==> src/rtl/ps2_kbd_controller.sv <==
// PS/2 keyboard controller: receive scancode FIFO plus host-to-device command sequencer with ACK/RESEND retry and timeout.
// Optional macro PS2_OVERRUN_MARK_EN: an overflowing push stamps 0x00 into the newest FIFO entry.
module ps2_kbd_controller #(
   parameter int unsigned clkf           = 50000000,
   parameter int unsigned FIFO_DEPTH     = 16,
   parameter int unsigned ACK_TIMEOUT_MS = 20,
   parameter int unsigned MAX_RETRY      = 3
) (
   input  logic       clk,
   input  logic       reset,
   input  logic [7:0] ps2_rx,
   input  logic       ps2_rx_valid,
   input  logic       ps2_error,
   output logic       ps2_start_tx,
   output logic [7:0] ps2_tx,
   input  logic       ps2_tx_busy,
   input  logic       ps2_tx_complete,
   output logic [7:0] rd_data,
   output logic       rd_valid,
   input  logic       rd_ack,
   input  logic [7:0] cmd_data,
   input  logic       cmd_valid,
   output logic       cmd_ready,
   output logic       cmd_done,
   output logic       cmd_fail,
   output logic       overflow,
   output logic [7:0] err_count
);

   localparam int unsigned AW           = (FIFO_DEPTH > 2) ? $clog2(FIFO_DEPTH) : 1;
   localparam int unsigned RW           = (MAX_RETRY > 1) ? $clog2(MAX_RETRY + 1) : 1;
   localparam logic [AW:0] DEPTH        = (AW + 1)'(FIFO_DEPTH);
   localparam logic [RW-1:0] RETRY_MAX  = RW'(MAX_RETRY);
   localparam logic [31:0] TIMEOUT_LOAD = 32'((clkf / 1000) * ACK_TIMEOUT_MS);

   typedef enum logic [1:0] {
      IDLE,
      SEND,
      WAIT_TX,
      WAIT_ACK
   } state_t;

   state_t          state;
   logic [RW-1:0]   retry;
   logic [31:0]     timer;

   logic [7:0]      mem [FIFO_DEPTH];
   logic [AW-1:0]   wr_ptr;
   logic [AW-1:0]   rd_ptr;
   logic [AW:0]     count;

   logic rx_good;
   logic rx_is_ack;
   logic rx_is_resend;
   logic rx_is_resp;
   logic push;
   logic pop;
   logic full;
   logic push_ok;

   always_comb begin
      rx_good      = ps2_rx_valid && !ps2_error;
      rx_is_ack    = rx_good && (ps2_rx == 8'hFA);
      rx_is_resend = rx_good && (ps2_rx == 8'hFE);
      rx_is_resp   = (state == WAIT_ACK) && (rx_is_ack || rx_is_resend);
      push         = rx_good && !rx_is_resp;
      pop          = rd_ack && (count != '0);
      full         = (count == DEPTH);
      push_ok      = push && (!full || pop);
   end

   assign rd_data  = mem[rd_ptr];
   assign rd_valid = (count != '0);

   // When full, a simultaneous pop frees the slot the push lands in, so both proceed.
`ifdef PS2_OVERRUN_MARK_EN
   logic mark_done;

   always_ff @(posedge clk) begin
      if (reset) begin
         mem       <= '{default: '0};
         wr_ptr    <= '0;
         rd_ptr    <= '0;
         count     <= '0;
         overflow  <= 1'b0;
         mark_done <= 1'b0;
      end else begin
         if (push_ok) begin
            mem[wr_ptr] <= ps2_rx;
            wr_ptr      <= wr_ptr + AW'(1);
         end
         if (pop) begin
            rd_ptr    <= rd_ptr + AW'(1);
            mark_done <= 1'b0;
         end
         if (push_ok && !pop)
            count <= count + (AW + 1)'(1);
         else if (pop && !push_ok)
            count <= count - (AW + 1)'(1);
         if (push && full && !pop) begin
            overflow <= 1'b1;
            if (!mark_done) begin
               mem[wr_ptr - AW'(1)] <= 8'h00;
               mark_done            <= 1'b1;
            end
         end
      end
   end
`else
   always_ff @(posedge clk) begin
      if (reset) begin
         mem      <= '{default: '0};
         wr_ptr   <= '0;
         rd_ptr   <= '0;
         count    <= '0;
         overflow <= 1'b0;
      end else begin
         if (push_ok) begin
            mem[wr_ptr] <= ps2_rx;
            wr_ptr      <= wr_ptr + AW'(1);
         end
         if (pop)
            rd_ptr <= rd_ptr + AW'(1);
         if (push_ok && !pop)
            count <= count + (AW + 1)'(1);
         else if (pop && !push_ok)
            count <= count - (AW + 1)'(1);
         if (push && full && !pop)
            overflow <= 1'b1;
      end
   end
`endif

   always_ff @(posedge clk) begin
      if (reset)
         err_count <= '0;
      else if (ps2_rx_valid && ps2_error && (err_count != 8'hFF))
         err_count <= err_count + 8'd1;
   end

   always_ff @(posedge clk) begin
      if (reset) begin
         state        <= IDLE;
         ps2_start_tx <= 1'b0;
         ps2_tx       <= '0;
         cmd_ready    <= 1'b1;
         cmd_done     <= 1'b0;
         cmd_fail     <= 1'b0;
         retry        <= '0;
         timer        <= '0;
      end else begin
         ps2_start_tx <= 1'b0;
         cmd_done     <= 1'b0;
         cmd_fail     <= 1'b0;
         case (state)
            IDLE: begin
               if (cmd_valid) begin
                  ps2_tx    <= cmd_data;
                  retry     <= '0;
                  cmd_ready <= 1'b0;
                  state     <= SEND;
               end
            end
            SEND: begin
               if (!ps2_tx_busy) begin
                  ps2_start_tx <= 1'b1;
                  state        <= WAIT_TX;
               end
            end
            WAIT_TX: begin
               if (ps2_tx_complete) begin
                  timer <= TIMEOUT_LOAD;
                  state <= WAIT_ACK;
               end
            end
            WAIT_ACK: begin
               if (rx_is_ack) begin
                  cmd_done  <= 1'b1;
                  cmd_ready <= 1'b1;
                  state     <= IDLE;
               end else if (rx_is_resend && (retry < RETRY_MAX)) begin
                  retry <= retry + RW'(1);
                  state <= SEND;
               end else if (rx_is_resend || (timer == '0)) begin
                  cmd_fail  <= 1'b1;
                  cmd_ready <= 1'b1;
                  state     <= IDLE;
               end else begin
                  timer <= timer - 32'd1;
               end
            end
            default: begin
               cmd_ready <= 1'b1;
               state     <= IDLE;
            end
         endcase
      end
   end

endmodule
==> config.mk <==
export PLATFORM = sky130hd
export DESIGN_NAME = ps2_kbd_controller
export DESIGN_NICKNAME = d
export VERILOG_FILES = /design/src/rtl/ps2_kbd_controller.sv
export SDC_FILE = /design/constraint.sdc
export NUM_CORES = 1
export LEC_CHECK = 0
export BUFFER_PORTS_ARGS = -buffer_cell sky130_fd_sc_hd__buf_2
export CAP_MARGIN = 10
export CELL_PAD_IN_SITES_DETAIL_PLACEMENT = 0
export CELL_PAD_IN_SITES_GLOBAL_PLACEMENT = 2
export CORE_AREA = 3 3 159 161
export DETAILED_ROUTE_END_ITERATION = 16
export DIE_AREA = 0 0 162 164
export PLACE_DENSITY = 0.84
export SYNTH_ARGS = -nofsm -noshare
export SYNTH_HDL_FRONTEND = slang
export SYNTH_SLANG_ARGS = --single-unit
==> constraint.sdc <==
create_clock -name clk -period 8.4 [get_ports clk]
set_clock_uncertainty 0.15 [all_clocks]
set_input_delay 1.68 -clock clk [delete_from_list [all_inputs] [get_ports clk]]
set_output_delay 1.68 -clock clk [all_outputs]
set_load 0.01 [all_outputs]
==> impl_metrics.json, run 1 <==
{
  "status": "finished clean",
  "p_leak_nw": 4.87,
  "firstDrtPassIters": 5,
  "maxSlewViolCount": 0,
  "hpwl_um": 15500,
  "hold_class": "reg -> reg",
  "crit_path_start_kind": "input port",
  "synthArstFlopShare": 0,
  "tightest_slew_ns": 1.01,
  "cts.sinks": 198,
  "whs_ns": 0.303,
  "grt_pass1_vias": 6851,
  "yosysTopAreaCellShare": 0.415,
  "drt_iter0_markers": 426,
  "cts_tree": "yes",
  "finalSetupViolations": 0,
  "clockBufferDepth": 2,
  "p_per_area_nw_per_um2": 308,
  "grt_pass1_wl_um": 38500,
  "fin_setup_tns_ns": 0,
  "crit_path_max_fanout": 20,
  "cp-end-kind": "register",
  "layout-drive-gt1-share": 0.170,
  "cts_max_level": 4,
  "die_h_um": 164,
  "synth_edf_count": 0,
  "cp_data_arrival_time_ns": 4.94,
  "finalNonFillerCells": 1304,
  "dp_slack_ns": 3.24,
  "fin_crit_ns": 4.71,
  "netlist_area_um2": 9540,
  "setup.worst_path.class": "in -> reg",
  "synth.distinct_cells": 68,
  "irDropWorstVdd_mv": 0.162,
  "syn_to_final_growth_pct": 11.3,
  "placementRows": 57,
  "drc": 0,
  "rsz0062_at_grt": "no",
  "placed_cell_area_um2": 9990,
  "grt_max_degree": 116,
  "synth_top_cell_by_area": "dfxtp_1",
  "core_area_um2": 24100,
  "fp.dieW_um": 162,
  "postCtsSetupBuffers": 0,
  "cts-buffers-inserted": 17,
  "design_area_um2": 10600,
  "finalHoldViolCount": 0,
  "dpl.cell_count": 1271,
  "ant_nets": 0,
  "syn-mean-instance-area_um2": 9.96,
  "n_fill_cell": 2414,
  "io-pin-count": 54,
  "synth_fp_nets": 999,
  "period_share": 0.561,
  "ys.flop_type": "dfxtp_1",
  "io_buffer_count": 53,
  "slew_headroom": 0.324,
  "layout.nets": 1007,
  "wl_um": 24100,
  "cts_resized": 0,
  "clkLatencyLatePin_ns": 0.45,
  "yosysSeqAreaShare": 0.415,
  "gr-total-overflow": 0,
  "synth_area_leaders": "dfxtp_1 (42%), mux2i_1 (15%), mux4_2 (9.4%), nor2_1 (6.6%), clkbuf_1 (2.2%)",
  "cts_root_buffer": "clkbuf_16",
  "gp_congestion": 0.801,
  "max_freq_mhz": 212,
  "ys_warn_count": 0,
  "start_util": 0.396,
  "die_area_um2": 26600,
  "max-cap-violations": 0,
  "setup_ws_ns": 3.69,
  "synthCells": 958,
  "grt_util_all_layers": 0.185,
  "avgViaCountPerCell": 5.43,
  "antenna_found_initial": 1,
  "wl_per_cell_um": 18.5,
  "ys_ff_latch": 198,
  "vias": 7087,
  "clkTransAtPathRegs_ns": 0.08,
  "hold_buffers": 0,
  "r2r_setup_slack_ns": 4.73,
  "crit_required_ns": 8.63
}
==> cell type report <==
type | count | area [µm²] | area share
antenna | 1 | 2.50 | 0.000236
clock buffer | 17 | 425 | 0.0401
clock inverter | 15 | 206 | 0.0194
inverter | 16 | 60.1 | 0.00566
multi-input combinational | 674 | 5240 | 0.493
sequential | 198 | 3970 | 0.373
tap | 324 | 405 | 0.0382
timing repair buffer | 59 | 317 | 0.0298
==> cells by family (layout without fill, tap and decap cells) <==
kind of cell	Yosys count	in the layout	share of synthesized area
compound gates	93	93	0.0657
other cells	0	1	0
fa+ha+maj	17	17	0.0231
xor+xnor	16	16	0.0147
mux	181	181	0.243
buf+inv	86	107	0.0359
simple gates	367	367	0.202
flops	198	198	0.415
==> path summary, 6_finish.rpt <==
| kind | from | to | cells past startpoint |
|---|---|---|---|
| max | ps2_rx_valid | count[4] | 13 |
| min | ps2_tx[1] | ps2_tx[1] | 2 |
| max reg2reg | count[0] | count[4] | 12 |
| min reg2reg | ps2_tx[1] | ps2_tx[1] | 2 |
==> power breakdown <==
group	internal [mW]	switching (mW)	total, mW
Combinational	0.488	0.809	1.30
Clock	0.418	0.446	0.864
Sequential	1.03	0.0867	1.11
==> layer usage <==
layer | share of wire | track usage | vias to the layer above
met3 | 0.038 | 0.0356 | 18
met4 | 0.0097 | 0.0461 | 0
met1 | 0.47 | 0.246 | 3459
met2 | 0.48 | 0.311 | 118
li1 | - | - | 3492
met5 | 0 | 0 | -
==> through the flow <==
| step | utilization | power (mW) |
|---|---|---|
| after global placement | 0.414 | 2.42 |
| final | 0.441 | 3.28 |
| after detailed placement | 0.414 | 2.42 |
| after floorplan | - | 2.12 |
| after global routing | 0.441 | 3.49 |
| after CTS | 0.440 | 3.29 |
==> state kept, by name, indices dropped and copies added (netlist names) <==
register,cells
state,2
retry,2
cmd_done,1
wr_ptr,4
cmd_fail,1
cmd_ready,1
overflow,1
mem,128
count,5
rd_ptr,4
ps2_start_tx,1
err_count,8
ps2_tx,8
timer,32
==> cell usage in the layout, fill, tap and decap left out, drive strengths merged, types with 26 or more instances in the layout <==
cell type	count
dfxtp	198
nand2	43
nand4	26
nand3	26
a21oi	38
mux2i	139
mux4	40
inv	27
buf	59
nor2	167
==> cell usage after synthesis, types with 5 or more instances <==
cell / count
nand3_1: 26
mux2i_1: 139
xor2_1: 6
a21oi_1: 38
nor2b_1: 8
ha_1: 16
nand4_1: 10
nand2_1: 43
nor2_1: 167
clkbuf_1: 56
o21ai_0: 9
inv_1: 16
o211ai_1: 5
nor3_1: 18
buf_1: 7
o31ai_1: 9
nand2b_1: 6
nor4_1: 13
or3_1: 14
mux4_2: 40
xnor2_1: 10
or4_1: 14
nand4_2: 16
dfxtp_1: 198
==> critical path, stage by stage <==
cell and delay, ns:
buf_2 0.11, nor2b_1 0.36, o31a_1 0.87, nand2_1 0.24
inv_1 0.11, ha_1 0.18, inv_1 0.10, fa_1 0.41
a21o_1 0.18, a21oi_1 0.16, xnor2_1 0.09, or3_1 0.30
a21oi_1 0.14
No activity file was read; power rests on OpenSTA's default activity.
==> run 2, diff against run 1 <==
--- a/config.mk
+++ b/config.mk
@@ -9,10 +9,10 @@
 export CAP_MARGIN = 10
 export CELL_PAD_IN_SITES_DETAIL_PLACEMENT = 0
 export CELL_PAD_IN_SITES_GLOBAL_PLACEMENT = 2
-export CORE_AREA = 3 3 159 161
+export CORE_AREA = 3 3 167 169
 export DETAILED_ROUTE_END_ITERATION = 16
-export DIE_AREA = 0 0 162 164
-export PLACE_DENSITY = 0.84
+export DIE_AREA = 0 0 170 172
+export PLACE_DENSITY = 0.8
 export SYNTH_ARGS = -nofsm -noshare
 export SYNTH_HDL_FRONTEND = slang
 export SYNTH_SLANG_ARGS = --single-unit
==> constraint.sdc (replaced) <==
create_clock -name clk -period 3.9 [get_ports clk]
set_clock_uncertainty 0.15 [all_clocks]
set_input_delay 0.78 -clock clk [delete_from_list [all_inputs] [get_ports clk]]
set_output_delay 0.78 -clock clk [all_outputs]
set_load 0.01 [all_outputs]
==> impl_metrics.json, run 2 (synthesis results as in run 1) <==
{
  "clockBufferDepth": 2,
  "gp_congestion": 0.778,
  "postCtsSetupBuffers": 0,
  "status": "finished clean",
  "fp.dieW_um": 170,
  "clkLatencyLatePin_ns": 0.45,
  "start_util": 0.357,
  "io_buffer_count": 53,
  "grt_util_all_layers": 0.171,
  "rsz0062_at_grt": "no",
  "whs_ns": 0.305,
  "cts.sinks": 198,
  "grt_max_degree": 85,
  "firstDrtPassIters": 5,
  "final_common_cell": "dfxtp_1",
  "crit_required_ns": 2.97,
  "layout-drive-gt1-share": 0.182,
  "p_per_area_nw_per_um2": 667,
  "finalSetupViolations": 0,
  "p_leak_nw": 4.95,
  "drc": 0,
  "n_antenna_cell": 0,
  "dpl.cell_count": 1303,
  "cp-end-kind": "output pin",
  "vias": 7164,
  "final_cell_mix": "dfxtp_1 (196), nor2_1 (167), mux2i_1 (139), buf_2 (52), nand2_1 (43)",
  "drt_iter0_markers": 450,
  "max-cap-violations": 0,
  "die_area_um2": 29200,
  "wl_per_cell_um": 18.7,
  "placed_cell_area_um2": 10100,
  "cts_tree": "yes",
  "fin_crit_ns": 3.32,
  "cts_root_buffer": "clkbuf_16",
  "grt_pass1_wl_um": 39000,
  "die_h_um": 172,
  "tightest_slew_ns": 0.902,
  "maxSlewViolCount": 0,
  "crit_path_start_kind": "register",
  "layout.nets": 1022,
  "syn_to_final_growth_pct": 13.0,
  "fin_setup_tns_ns": 0,
  "ant_nets": 0,
  "n_fill_cell": 2698,
  "io-pin-count": 54,
  "wl_um": 24900,
  "reg.largest.list": "mem: 128 flops, timer: 32 flops",
  "avgViaCountPerCell": 5.37,
  "slew_headroom": 0.399,
  "regMostFlops": "mem",
  "clkTransAtPathRegs_ns": 0.08,
  "setup.worst_path.class": "reg -> out",
  "largest_reg_flops": 128,
  "cts-buffers-inserted": 17,
  "hpwl_um": 16200,
  "cts_max_level": 4,
  "irDropWorstVdd_mv": 0.315,
  "placementRows": 60,
  "antenna_found_initial": 0,
  "cp_data_arrival_time_ns": 2.39,
  "cts_resized": 0,
  "period_share": 0.850,
  "gr-total-overflow": 0,
  "core_area_um2": 26700,
  "grt_pass1_vias": 6853,
  "max_freq_mhz": 302,
  "design_area_um2": 10800,
  "crit_path_max_fanout": 35,
  "finalNonFillerCells": 1335,
  "finalHoldViolCount": 0,
  "hold_class": "reg -> reg",
  "hold_buffers": 0,
  "r2r_setup_slack_ns": 0.70
}
run 2: changes by cell type in the layout (fill, tap and decap cells not counted):
cell     change
dfxtp_1      -1
buf_4       +13
buf_12       +2
inv_16       +1
nor3_1       +1
dfxtp_2      +1
inv_6        -1
nor3_2       -1
diode_2      -1
run 2: power by group:
group          switching, mW  internal [mW]  total [mW]
sequential             0.199           2.21        2.41
combinational           1.75           1.12        2.87
clock                  0.999          0.911        1.91
run 2: path summary, 6_finish.rpt:
check | depth (start not counted) | to | start
setup / recovery | 4 | rd_data[0] | rd_ptr[0]
hold / removal | 2 | ps2_tx[1] | ps2_tx[1]
setup reg to reg | 12 | count[4] | count[0]
hold reg to reg | 2 | ps2_tx[1] | ps2_tx[1]
run 2: worst max-delay path, cell delays in order, from the launching register on:
cell and delay, ns:
dfxtp_2 0.34, buf_12 0.29, mux4_2 0.56, mux4_2 0.56, buf_2 0.18
run 2: stage by stage:
step | util | power (mW) | setup WS [ns]
after floorplan | - | 4.57 | 0.302
after global placement | 0.379 | 5.31 | 0.392
after detailed placement | 0.379 | 5.30 | 0.383
after CTS | 0.404 | 7.23 | 0.572
after global routing | 0.404 | 7.65 | 0.482
final | 0.404 | 7.19 | 0.585
run 2: layout make-up:
type | count | area (µm²) | share of cell area
flip-flops and latches | 198 | 3970 | 0.368
repair buffers | 74 | 454 | 0.0421
multi-input cells | 674 | 5230 | 0.485
well taps | 341 | 427 | 0.0396
clock buffers | 17 | 425 | 0.0394
clock inverters | 15 | 218 | 0.0202
inverters | 16 | 60.1 | 0.00557
run 2: per-layer routing:
layer | part of all wire | track usage | routed length [µm]
met1 | 0.48 | 0.233 | 11900
met2 | 0.47 | 0.287 | 11800
met3 | 0.038 | 0.0286 | 946
met4 | 0.012 | 0.0406 | 290
met5 | 0 | 0 | 0
